==> config.mk <==
export PLATFORM = sky130hd
export DESIGN_NAME = uart_tx_bridge
export DESIGN_NICKNAME = d
export VERILOG_FILES = /design/src/rtl/uart_pkg.sv /design/src/rtl/uart_tx_fifo.sv /design/src/rtl/uart_tx_bridge.sv
export SDC_FILE = /design/constraint.sdc
export NUM_CORES = 1
export LEC_CHECK = 0
export ABC_AREA = 1
export BUFFER_PORTS_ARGS = -buffer_cell sky130_fd_sc_hd__buf_2
export CORE_ASPECT_RATIO = 0.8
export CORE_MARGIN = 2
export CORE_UTILIZATION = 55
export DETAILED_ROUTE_END_ITERATION = 16
export PLACE_DENSITY = 0.8
export SLEW_MARGIN = 20
export SYNTH_ARGS = -nofsm -noshare
export SYNTH_HDL_FRONTEND = slang
export SYNTH_HIERARCHICAL = 1
export SYNTH_SLANG_ARGS = --single-unit
==> constraint.sdc <==
create_clock -name clock -period 2.45 [get_ports clock]
set_clock_uncertainty 0.2 [all_clocks]
set_input_delay 0.245 -clock clock [delete_from_list [all_inputs] [get_ports clock]]
set_output_delay 0.245 -clock clock [all_outputs]
set_load 0.005 [all_outputs]
==> src/rtl/uart_pkg.sv <==
// Shared types and constants for the UART transmit bridge.
package uart_pkg;

   typedef enum logic [2:0] {
      UART_IDLE,
      UART_START,
      UART_DATA,
      UART_PARITY,
      UART_STOP
   } uart_state_t;

   localparam int UART_DATA_BITS = 8;
   localparam int UART_STB_BIT   = 8;

endpackage

==> src/rtl/uart_tx_fifo.sv <==
// Byte FIFO with combinational head; a push while full is accepted only if a pop lands on the same edge.
module uart_tx_fifo
   import uart_pkg::*;
#(
   parameter int DEPTH = 8,
   localparam int AW   = $clog2(DEPTH)
) (
   input  logic                      clock,
   input  logic                      reset_n,
   input  logic                      push,
   input  logic                      pop,
   input  logic [UART_DATA_BITS-1:0] wdata,
   output logic [UART_DATA_BITS-1:0] rdata,
   output logic [AW:0]               count,
   output logic                      full,
   output logic                      empty
);

   logic [UART_DATA_BITS-1:0] mem [DEPTH];
   logic [AW-1:0]             wr_ptr;
   logic [AW-1:0]             rd_ptr;
   logic                      push_ok;
   logic                      pop_ok;

   assign full    = (count == (AW+1)'(DEPTH));
   assign empty   = (count == '0);
   assign rdata   = mem[rd_ptr];
   assign pop_ok  = pop && !empty;
   assign push_ok = push && (!full || pop_ok);

   always_ff @(posedge clock) begin
      if (push_ok) begin
         mem[wr_ptr] <= wdata;
      end
   end

   always_ff @(posedge clock) begin
      if (!reset_n) begin
         wr_ptr <= '0;
         rd_ptr <= '0;
         count  <= '0;
      end else begin
         if (push_ok) begin
            wr_ptr <= wr_ptr + 1'b1;
         end
         if (pop_ok) begin
            rd_ptr <= rd_ptr + 1'b1;
         end
         case ({push_ok, pop_ok})
            2'b10:   count <= count + 1'b1;
            2'b01:   count <= count - 1'b1;
            default: count <= count;
         endcase
      end
   end

endmodule

==> src/rtl/uart_tx_bridge.sv <==
// Serializes bytes strobed by the core into 8N1 frames (8E1 when UART_TX_PARITY_EN is defined).
//
// state       | meaning
// UART_IDLE   | line high, waiting for a queued byte
// UART_START  | start bit (low)
// UART_DATA   | eight data bits, LSB first
// UART_PARITY | even parity bit (UART_TX_PARITY_EN builds only)
// UART_STOP   | stop bit (high); chains straight into START if more bytes are queued
module uart_tx_bridge
   import uart_pkg::*;
#(
   parameter int CLKS_PER_BIT = 4,
   parameter int FIFO_DEPTH   = 8
) (
   input  logic                  clock,
   input  logic                  reset_n,
   input  logic [UART_STB_BIT:0] uart_in,
   output logic                  txd,
   output logic                  busy,
   output logic                  fifo_full,
   output logic                  overflow
);

   localparam int BW = $clog2(CLKS_PER_BIT);
   localparam int CW = $clog2(FIFO_DEPTH) + 1;
   localparam logic [BW-1:0] BAUD_LOAD = BW'(CLKS_PER_BIT - 1);
   localparam logic [2:0]    LAST_BIT  = 3'(UART_DATA_BITS - 1);

   uart_state_t               state, state_next;
   logic [BW-1:0]             baud, baud_next;
   logic [2:0]                bit_idx, bit_next;
   logic [UART_DATA_BITS-1:0] shift, shift_next;
   logic                      txd_next;
   logic                      pop;
   logic                      strobe;
   logic                      tc;
   logic [UART_DATA_BITS-1:0] fifo_rdata;
   logic [CW-1:0]             fifo_count;
   logic                      fifo_empty;

   assign strobe = uart_in[UART_STB_BIT];
   assign tc     = (baud == '0);
   assign busy   = (state != UART_IDLE) || (fifo_count != '0);

   uart_tx_fifo #(
      .DEPTH (FIFO_DEPTH)
   ) u_fifo (
      .clock   (clock),
      .reset_n (reset_n),
      .push    (strobe),
      .pop     (pop),
      .wdata   (uart_in[UART_DATA_BITS-1:0]),
      .rdata   (fifo_rdata),
      .count   (fifo_count),
      .full    (fifo_full),
      .empty   (fifo_empty)
   );

`ifdef UART_TX_PARITY_EN
   logic par_q;

   // Parity is latched at pop time because the shifter consumes the byte.
   always_ff @(posedge clock) begin
      if (!reset_n) begin
         par_q <= 1'b0;
      end else if (pop) begin
         par_q <= ^fifo_rdata;
      end
   end
`endif

   always_ff @(posedge clock) begin
      if (!reset_n) begin
         overflow <= 1'b0;
      end else if (strobe && fifo_full && !pop) begin
         overflow <= 1'b1;
      end
   end

   always_ff @(posedge clock) begin
      if (!reset_n) begin
         state   <= UART_IDLE;
         baud    <= '0;
         bit_idx <= '0;
         shift   <= '0;
         txd     <= 1'b1;
      end else begin
         state   <= state_next;
         baud    <= baud_next;
         bit_idx <= bit_next;
         shift   <= shift_next;
         txd     <= txd_next;
      end
   end

   always_comb begin
      state_next = state;
      baud_next  = baud - 1'b1;
      bit_next   = bit_idx;
      shift_next = shift;
      txd_next   = txd;
      pop        = 1'b0;
      case (state)
         UART_IDLE: begin
            baud_next = '0;
            txd_next  = 1'b1;
            if (!fifo_empty) begin
               pop        = 1'b1;
               shift_next = fifo_rdata;
               state_next = UART_START;
               baud_next  = BAUD_LOAD;
               txd_next   = 1'b0;
            end
         end
         UART_START: begin
            txd_next = 1'b0;
            if (tc) begin
               state_next = UART_DATA;
               baud_next  = BAUD_LOAD;
               bit_next   = '0;
               txd_next   = shift[0];
            end
         end
         UART_DATA: begin
            txd_next = shift[0];
            if (tc) begin
               baud_next = BAUD_LOAD;
               if (bit_idx == LAST_BIT) begin
`ifdef UART_TX_PARITY_EN
                  state_next = UART_PARITY;
                  txd_next   = par_q;
`else
                  state_next = UART_STOP;
                  txd_next   = 1'b1;
`endif
               end else begin
                  bit_next   = bit_idx + 1'b1;
                  shift_next = shift >> 1;
                  txd_next   = shift[1];
               end
            end
         end
`ifdef UART_TX_PARITY_EN
         UART_PARITY: begin
            txd_next = par_q;
            if (tc) begin
               state_next = UART_STOP;
               baud_next  = BAUD_LOAD;
               txd_next   = 1'b1;
            end
         end
`endif
         UART_STOP: begin
            txd_next = 1'b1;
            if (tc) begin
               if (!fifo_empty) begin
                  pop        = 1'b1;
                  shift_next = fifo_rdata;
                  state_next = UART_START;
                  baud_next  = BAUD_LOAD;
                  txd_next   = 1'b0;
               end else begin
                  state_next = UART_IDLE;
                  baud_next  = '0;
               end
            end
         end
         default: begin
            state_next = UART_IDLE;
            baud_next  = '0;
            txd_next   = 1'b1;
         end
      endcase
   end

endmodule

* Word level (Yosys, flattened, before mapping)
Memories as Yosys holds them, arrays and structs flattened. A register that Yosys moved wholly into a read port is not among the register bits.
Cells that the tools add are included.
** Word-level totals
- Register bits after elaboration :: 28
- Bits in writable memories :: 64
- Bits of input ports :: 11
- Logic and storage cells :: 84
- Memories kept :: 1
** Operators by class
- Add/sub/neg operators :: 6
- Equality and inequality tests :: 13
- Mux-type cells :: 34
- Reductions and logical operators :: 21
** Memories
- u_fifo.mem :: words 8, bits a word 8, rd ports 1, clocked after Yosys merged registers in 1, write ports 1, line uart_tx_fifo.sv:19 : logic [UART_DATA_BITS-1:0] mem [DEPTH];
** Operators with widths (number)
- two-way mux 8 bit :: 4
- two-way mux 3 bit :: 10
- case mux 8 bit (3 select lines) :: 1
- inequality test 2 bit, second input constant :: 6
- case mux 3 bit (4 select lines) :: 1
- two-way mux 1 bit :: 10
- adder 3 x 1 -> 3 bit, second input constant :: 3
- case mux 4 bit (2 select lines) :: 1
- AND reduction 4 bit :: 2
- equality test 3 bit, second input constant :: 2
- two-way mux 2 bit :: 3
- case mux 2 bit (3 select lines) :: 1
- case mux 3 bit (2 select lines) :: 1
- nonzero test 3 bit :: 2
- AND reduction 5 bit :: 1
- adder 4 x 1 -> 4 bit, second input constant :: 1
- equality test 4 bit, second input constant :: 1
- logical AND 1 bit :: 4
- logical NOT 4 bit :: 1
- case mux 1 bit (4 select lines) :: 1
- nonzero test 2 bit :: 2
- nonzero test 4 bit :: 1
- subtractor 4 x 1 -> 4 bit, second input constant :: 1
- equality test 3 x 1 -> 1 bit, second input constant :: 1
- 10 further kinds :: 13

* Logic depth before layout (Yosys ltp)
Gate-level depths: netlist (run 1).
- Depth in word-level cells :: 9
- Gate-level depth with buffers :: 16

* Hierarchy
Netlist (run 1), hierarchy kept.
** By module, submodules not included
- uart_tx_fifo :: times used 1, cells each 259, area an instance 3195.6 µm²
- uart_tx_bridge :: times used 1, cells each 153, area an instance 1082.3 µm²

* Least setup slack after synthesis (run 1)
Ideal clock, no wire load.
- Path kind :: register to register
- From :: reg u_fifo.count[0]
- To :: mem u_fifo.mem[1][0] (enable)
- Library setup time :: 0.370 ns
- Arrival time :: 1.945 ns
- Path slack :: -0.065 ns
- Stages on the path, launching flop included :: 14
- Period minus slack after synthesis :: 2.515 ns
- Cells stage by stage :: dfxtp_1 -> nor2_4 -> nand2_2 -> inv_1 -> inv_1 -> nand2_2 -> or2_4 -> inv_1 -> inv_1 -> nand4_1 -> nand2_1 -> nor2_1 -> inv_2 -> nor2_1
** On the way
- Word-level cells in the longest chain between the ends :: 9
- Elaborated cells on any way between the ends :: 12
- Classes of those cells :: 1 x eq/ne; 5 x mux; 6 x reduce/logical
** RTL lines
- from (decl) :: line uart_tx_fifo.sv:14 : output logic [AW:0] count,
- from (signal assigned) :: line uart_tx_fifo.sv:50 : 2'b10: count <= count + 1'b1;
- from (signal assigned) :: line uart_tx_fifo.sv:51 : 2'b01: count <= count - 1'b1;
- from (signal assigned) :: line uart_tx_fifo.sv:52 : default: count <= count;
- logical NOT 4 bit * :: line uart_tx_fifo.sv:26 : assign empty = (count == '0);
- named net fifo_empty :: line uart_tx_bridge.sv:39 : logic fifo_empty;
- two-way mux 1 bit * :: line uart_tx_bridge.sv:107, uart_tx_bridge.sv:156
- two-way mux 1 bit :: line uart_tx_bridge.sv:155 : if (tc) begin
- case mux 1 bit (2 select lines) * :: line uart_tx_bridge.sv:103 : case (state)
- named net pop :: line uart_tx_bridge.sv:34 : logic pop;
- logical AND 1 bit * :: line uart_tx_fifo.sv:28 : assign pop_ok = pop && !empty;
- logical OR 1 bit * :: line uart_tx_fifo.sv:29 : assign push_ok = push && (!full || pop_ok);
- logical AND 1 bit * :: line uart_tx_fifo.sv:29
- two-way mux 1 bit * :: line uart_tx_fifo.sv:32 : if (push_ok) begin
- two-way mux 1 bit (implied by the code) * :: line uart_tx_fifo.sv:33 : mem[wr_ptr] <= wdata;
- to (decl) :: line uart_tx_fifo.sv:19
The timed path passes the listed nets; every way through them passes the cells marked *.

* Final worst setup path (run 1)
- From :: reg u_fifo.count[2]
- To :: mem u_fifo.mem[6][2] (enable)
The elaborated chain is that of the path after synthesis.

==> summary.md, run 1 <==
| Metric | Value |
|---|---|
| Number of buffers and inverters on the critical path | 6 |
| Seq/Total Area, Yosys | 59.4% |
| GRT met3 Usage | under 10% |
| Final ANT Viol Nets | 0 |
| Min Tclk post-route | about 2.3 ns |
| Crit-path most repeated cell | nand2_2 |
| Count of different cell masters after synthesis | 36 |
| Yosys warning total | 6 |
| Number of H-tree branching levels | 3 |
| Average footprint of a synthesized cell | 10.4 µm² |
| Number of slew-limit violations in the final report | 0 |
| I/O pins | 15 |
| Initial antenna violation count | 0 |
| Routability congestion estimate | 0.889 |
| Worst endpoint required time | about 2.3 ns |
| Slew @ Worst Pin | 0.454 ns |
| Maximum number of pins on one net before global-route repair | 33 |
| TritonCTS buffer count | 9 |
| GR Util met2 | 33.9% |
| Cell at the root of the clock tree | clkbuf_8 |
| Slowest stage delay, CP | 0.39 ns |
| Worst path cell trace | nor2_1 -> nand2_2 -> inv_1 -> inv_1 -> nand2_2 -> or2_4 -> inv_4 -> inv_1 -> nand4_1 -> nand2_2 -> inv_2 -> nand2_2 -> nor2_2 -> buf_12 |
| Global-route usage over all layers | 22.4% |
| Reg2reg path depth | 14 |
| Setup-failing EPs final | 0 |
| Via count of the first global-routing pass | between 2,000 and 3,000 |
| Number of antenna repair diodes | 0 |
| Area of the die | 8500 µm² |
| Commonest cells after routing, fill and taps aside | nand2_1, edfxtp_1, nor2_1, dfxtp_1, inv_1 |
| Critical Path Sink Type | flip-flop |
| Result of the run | finished, final reports clean |
| Worst setup path endpoint | u_fifo/mem[6][2] |
| Worst IR drop on VDD | 0.594 mV |
| Port Buffer Count | 14 |
| Final layout net count | 465 |
| Pwr dens | 1150 nW/µm² |
| Critical path arrival | ~2.2 ns |
| Post-route setup TNS | 0 ns |
| Post-Route WL | between 8000 and 9000 µm |
| Core Area | 7460 µm² |
| Final cell count without fillers | approximately 560 |
| Maximum clock frequency | 0.434 GHz |
| Worst path depth | 14 |
| Critical path startpoint category | flip-flop |
| CTS tree | yes |
| Most common cell after layout, fill and taps aside | nand2_1 |
| Max-cap violation count | 0 |
| Maximum fanout along the worst path | 8 |
| GR Overflow Total | 0 |
| Source-to-sink clock delay at the later pin of the worst-skew pair | around 0.37 ns |
| Leakage power | about 0.0019 µW |
| CP startpoint | u_fifo/count[2] |
| Syn Inst Count | approximately 410 |
| Flops & latches, synth | 95 |
| Y dimension of the die | 82.9 µm |
| Global-route layer with the greatest usage | met2 |
| M1 GR Usage | 31.8% |
| Slew HR | between 60% and 70% |
| Post-detailed-route wirelength per cell | 15.7 µm |
| Number of design-rule violations left by the first detailed-router iteration | 356 |
| Clock slew seen by the registers of the worst setup and hold paths | about 0.11 ns |
| Kind of cell with the highest combined delay on the critical path | simple AND/OR/NAND/NOR gates |
| Synthesis-to-layout area growth | 13.8% |
| Final HPWL from detailed placement | 5960 µm |
| Final number of hold-violating endpoints | 0 |
| DRC viols | 0 |
| Via-per-instance ratio | 5.37 |
| CTS Sinks | 95 |
| Std cell rows | 28 |
| Share of post-route cells with drive strength above 1 | 21.6% |
| Origin of the critical flop-to-flop path | u_fifo/count[2] |
| Total via count in the routed design | 2,978 |
| Number of placed cells counting well taps | around 530 |
| Worst reg2reg endpoint | u_fifo/mem[6][2] |
| Post-synth design cell area | 4280 µm² |
| Die X | just over 100 µm |
| Critical path type | flip-flop to flip-flop |
| Worst-path cell with the longest stage delay | dfxtp_4 |
| Slack of the worst reg-to-reg path | 0.15 ns |
| Path class of the lowest-slack min-delay path | primary input to flip-flop |
| Bufs on Longest Clock Path | 2 |
| Final period utilization | 94.0% |
| Post-Synthesis Net Count | 432 |
| First-pass GRT wire length | 14,300 µm |
| Number of iterations in the first detailed-routing pass | 5 |
| Starting Density | 57.3% |
final cells by class:
cell class | instances | area (µm²)
multi-input cells | 268 | 1550
fillers | 564 | 2590
flip-flops and latches | 95 | 2550
well taps | 105 | 131
inverters | 36 | 145
clock inverters | 7 | 86.3
clock buffers | 9 | 124
repair buffers | 35 | 274
worst min path at each step:
stage                                 from                to  slack (ns)  cells past startpoint
after global routing            uart_in[3]  u_fifo/mem[5][3]        0.01                      1
after detailed placement          overflow          overflow        0.26                      2
after floorplan                 uart_in[0]  u_fifo/mem[0][0]        0.14                      0
after global placement    u_fifo/rd_ptr[2]  u_fifo/rd_ptr[2]        0.24                      2
after CTS                       uart_in[2]  u_fifo/mem[0][2]      0.0005                      1
final                           uart_in[3]  u_fifo/mem[0][3]        0.01                      1
stage by stage:
stage	instance area, µm²	util [%]	setup WS [ns]	hold WS [ns]	total power (µW)
2_1_floorplan	4290	-	-0.00707	0.144	3970
3_3_place_gp	4540	60.8	0.128	0.245	4420
3_5_place_dp	4540	60.8	0.0271	0.258	4500
4_1_cts	4810	64.5	0.0110	0.000494	5540
5_1_grt	4870	65.2	-0.0589	0.0107	6020
6_report	4870	65.2	0.148	0.0114	5590
layer usage:
layer  wire, µm  share of wire, %  vias to the layer above
met2       4140                47                      106
met4         87               1.0                        0
met3        627               7.2                        7
met5          0                 0                        -
met1       3880                44                     1393
li1           -                 -                     1472
cells by family (layout without fill, tap and decap cells):
logic type / Yosys count / count (layout) / share of synthesized area, %
flops: 95 / 95 / 59.4
buf+inv: 49 / 87 / 5.24
fa+ha+maj: 9 / 9 / 2.81
simple gates: 172 / 172 / 19.5
compound gates: 69 / 69 / 8.83
xor+xnor: 2 / 2 / 0.410
mux: 16 / 16 / 3.74
power by group:
group | switching (µW) | total (µW) | internal, µW
Clock | 621 | 1030 | 408
Combinational | 1550 | 2460 | 914
Sequential | 149 | 2100 | 1950
Total | 2320 | 5590 | 3280
worst register-to-register path, stage by stage (launching register included):
cell and delay, ns:
dfxtp_4 0.39, nor2_1 0.05, nand2_2 0.06, inv_1 0.06
inv_1 0.09, nand2_2 0.06, or2_4 0.24, inv_4 0.08
inv_1 0.04, nand4_1 0.09, nand2_2 0.11, inv_2 0.08
nand2_2 0.15, nor2_2 0.18, buf_12 0.15
state kept, by name (all words and copies together), names as in the netlist, named ones only:
register	cells
u_fifo/mem	64
shift	8
baud	2
state	3
bit_idx	3
u_fifo/wr_ptr	3
txd	1
overflow	1
u_fifo/rd_ptr	3
u_fifo/count	4
repair_timing:
| item | CTS | global route |
|---|---|---|
| resized for setup | 0 | 13 |
| hold endpoints to repair | 39 | 4 |
| setup endpoints to repair | 0 | 66 |
| hold buffers | 6 | 1 |
| buffers inserted | 0 | 0 |
synthesized netlist by cell type:
cell | n | area [µm²]
nor2_1 | 52 | 195
buf_2 | 4 | 20.0
mux2i_1 | 16 | 160
inv_4 | 1 | 6.26
buf_8 | 1 | 15.0
fa_1 | 1 | 20.0
ha_1 | 8 | 100
nor2_4 | 3 | 33.8
or2_4 | 1 | 8.76
nor4_1 | 1 | 6.26
nand3_1 | 11 | 55.1
nor2_2 | 8 | 50.1
nand3_4 | 3 | 52.6
dfxtp_1 | 31 | 621
a31oi_1 | 2 | 12.5
o21ai_1 | 16 | 80.1
xor2_1 | 2 | 17.5
inv_2 | 6 | 22.5
nand2_1 | 72 | 270
o22ai_1 | 16 | 100
a21oi_1 | 15 | 75.1
nand3_2 | 2 | 20.0
a21oi_2 | 2 | 17.5
nand2_8 | 1 | 20.0
nand2_2 | 10 | 62.6
inv_6 | 1 | 8.76
clkbuf_2 | 1 | 5.00
clkbuf_1 | 3 | 11.3
nand2_4 | 3 | 33.8
nor3_1 | 3 | 15.0
edfxtp_1 | 64 | 1920
a22oi_1 | 1 | 7.51
o21ai_0 | 17 | 85.1
nand4_1 | 2 | 12.5
buf_4 | 4 | 30.0
inv_1 | 28 | 105
Power figures use the tool's default switching activity.
==> run 2, diff against run 1 <==
Settings changed: CORE_UTILIZATION 55 to 58, CTS_BUF_LIST from default to sky130_fd_sc_hd__clkbuf_8, CTS_CLUSTER_SIZE from default to 28, PLACE_DENSITY 0.8 to 0.83.
==> run 2 against run 1 <==
Via count grew 3.2%; critical path depth is the same; highest routed layer unchanged; largest cell class unchanged; die area shrank 4.9%; sequential share of layout area shrank 0.18 points; wire length grew 0.73%; power grew 2.9%; critical endpoint is now u_fifo/mem[2][6].
==> summary.md, run 2 (synthesis results as in run 1) <==
| Metric | Value |
|---|---|
| Path class of the lowest-slack min-delay path | primary input to flip-flop |
| Result of the run | finished, final reports clean |
| DR top layer | met4 |
| Worst reg2reg endpoint | u_fifo/mem[2][6] |
| Leakage power | 0.00194 µW |
| Reg2reg path depth | 14 |
| Origin of the critical flop-to-flop path | u_fifo/count[0] |
| Port Buffer Count | 14 |
| Min Tclk post-route | roughly 2.3 ns |
| TritonCTS buffer count | 9 |
| Routed met2 length | 4250 µm |
| Area of the die | just over 8000 µm² |
| Fin util | 69.4% |
| Synthesis-to-layout area growth | 14.0% |
| Via-per-instance ratio | about 5.7 |
| Number of antenna repair diodes | 0 |
| Worst Hold Slack | roughly 0.017 ns |
| Maximum clock frequency | approximately 0.43 GHz |
| Worst endpoint required time | about 2.3 ns |
| Max-cap violation count | 0 |
| Clock slew seen by the registers of the worst setup and hold paths | 0.09 ns |
| Post-Route WL | 8800 µm |
| Most common cell after layout, fill and taps aside | nand2_1 |
| Final ANT Viol Nets | 0 |
| Setup bufs post-CTS | 0 |
| Final period utilization | 94.1% |
| Total via count in the routed design | between 3,000 and 4,000 |
| Number of slew-limit violations in the final report | 0 |
| Met1 WL | ~3800 µm |
| Final HPWL from detailed placement | roughly 5800 µm |
| Source-to-sink clock delay at the later pin of the worst-skew pair | 0.35 ns |
| RSZ-0062 raised after global routing | no |
| Final number of hold-violating endpoints | 0 |
| Sink of the worst hold path | u_fifo/mem[1][1] |
| Maximum number of pins on one net before global-route repair | 34 |
| DRC viols | 0 |
| Cell at the root of the clock tree | clkbuf_8 |
| Setup WS pre-CTS | 0.0239 ns |
| Post-detailed-route wirelength per cell | 16.4 µm |
| Die X | 100 µm |
| Critical path type | flip-flop to flip-flop |
| Cell count of the worst hold path | 1 |
| Largest registers in the final layout | u_fifo/mem x64, shift x8, u_fifo/count x4 |
| Critical path arrival | 2.18 ns |
| Slack of the worst reg-to-reg path | 0.14 ns |
| CTS Sinks | 95 |
| Pwr dens | 1180 nW/µm² |
| Slew @ Worst Pin | between 0.4 and 0.5 ns |
| Std cell rows | 27 |
| Critical Path Sink Type | flip-flop |
| Bufs on Longest Clock Path | 2 |
| Number of design-rule violations left by the first detailed-router iteration | 259 |
| Share of post-route cells with drive strength above 1 | between 20% and 30% |
| Max FFs per register | 64 |
| First-pass GRT wire length | 14,600 µm |
| Slew HR | 66.9% |
| GR Overflow Total | 0 |
| Via count of the first global-routing pass | 3,046 |
| Register with the highest flop count | u_fifo/mem |
| Core Area | about 7000 µm² |
| Worst IR drop on VDD | around 0.86 mV |
| Commonest cells after routing, fill and taps aside | nand2_1, edfxtp_1, nor2_1, dfxtp_1, inv_1 |
| Start point of the worst min-delay path | uart_in[1] |
| Maximum fanout along the worst path | 8 |
| Routability congestion estimate | 0.786 |
| Final layout net count | 466 |
| I/O pins | 15 |
| Setup-failing EPs final | 0 |
| Starting Density | 60.9% |
| Routed length on met3 | between 600 and 700 µm |
| Number of iterations in the first detailed-routing pass | 5 |
| Number of H-tree branching levels | 3 |
| Initial antenna violation count | 0 |
| CTS tree | yes |
| Setup slack after layout | 0.143 ns |
| Critical path startpoint category | flip-flop |
| Post-route setup TNS | 0 ns |
| Global-route usage over all layers | 23.8% |
| Y dimension of the die | a little over 80 µm |
-- run 2: changes by cell type in the layout (fill, tap and decap cells not counted), moves of 2 or more --
| cell | delta |
|---|---|
| bufinv_16 | +2 |
| nor2_2 | +2 |
| clkinv_8 | -3 |
| inv_2 | +2 |
-- run 2: layout make-up --
class | count | area [µm²]
inverters | 36 | 143
fillers | 481 | 2150
flip-flops and latches | 95 | 2550
clock inverters | 7 | 95.1
clock buffers | 9 | 124
multi-input cells | 268 | 1560
well taps | 87 | 109
repair buffers | 36 | 298
-- run 2: worst max path at each step --
stage                    startpoint               end  slack, ns  cells past startpoint
floorplan           u_fifo/count[3]  u_fifo/mem[1][0]     -0.007                     13
global placement    u_fifo/count[1]  u_fifo/mem[4][5]       0.12                     13
detailed placement  u_fifo/count[1]  u_fifo/mem[4][3]       0.02                     13
CTS                 u_fifo/count[0]   u_fifo/count[3]       0.03                     14
global route        u_fifo/count[0]  u_fifo/mem[1][5]       0.02                     14
finish              u_fifo/count[0]  u_fifo/mem[2][6]       0.14                     14
-- run 2: critical path, stage by stage (launching register included) --
cell and delay, ns:
dfxtp_4 0.39, nor2_4 0.05, nand2_2 0.06, inv_1 0.06
inv_1 0.08, nand2_2 0.06, or2_4 0.23, inv_2 0.10
inv_1 0.05, nand4_1 0.10, nand2_2 0.11, inv_2 0.08
nand2_2 0.12, nor2_2 0.17, buf_12 0.15
-- run 2: per-layer routing --
layer	vias to the layer above	global-route usage, %
met5	-	0
met4	0	9.04
met3	10	4.99
met2	145	39.5
met1	1441	31.3
li1	1478	-
-- run 2: per-stage QoR --
| stage | total power [µW] | cells | cell area [µm²] |
|---|---|---|---|
| after global routing | 6140 | 538 | 4880 |
| after floorplan | 3970 | 412 | 4290 |
| after global placement | 4440 | 515 | 4540 |
| after CTS | 5680 | 538 | 4830 |
| after detailed placement | 4550 | 515 | 4540 |
| final | 5760 | 538 | 4880 |
-- run 2: timing repair --
action                                 CTS  global route
resized for setup                        2            12
hold buffers                             7             0
pin swaps                                0             2
setup endpoints to repair                9            65
endpoints found under the hold margin   54             0
-- run 2: report_power, final --
part | switching [µW] | total, µW | internal (µW)
clock network | 536 | 1110 | 578
registers | 145 | 2090 | 1950
logic | 1600 | 2550 | 952
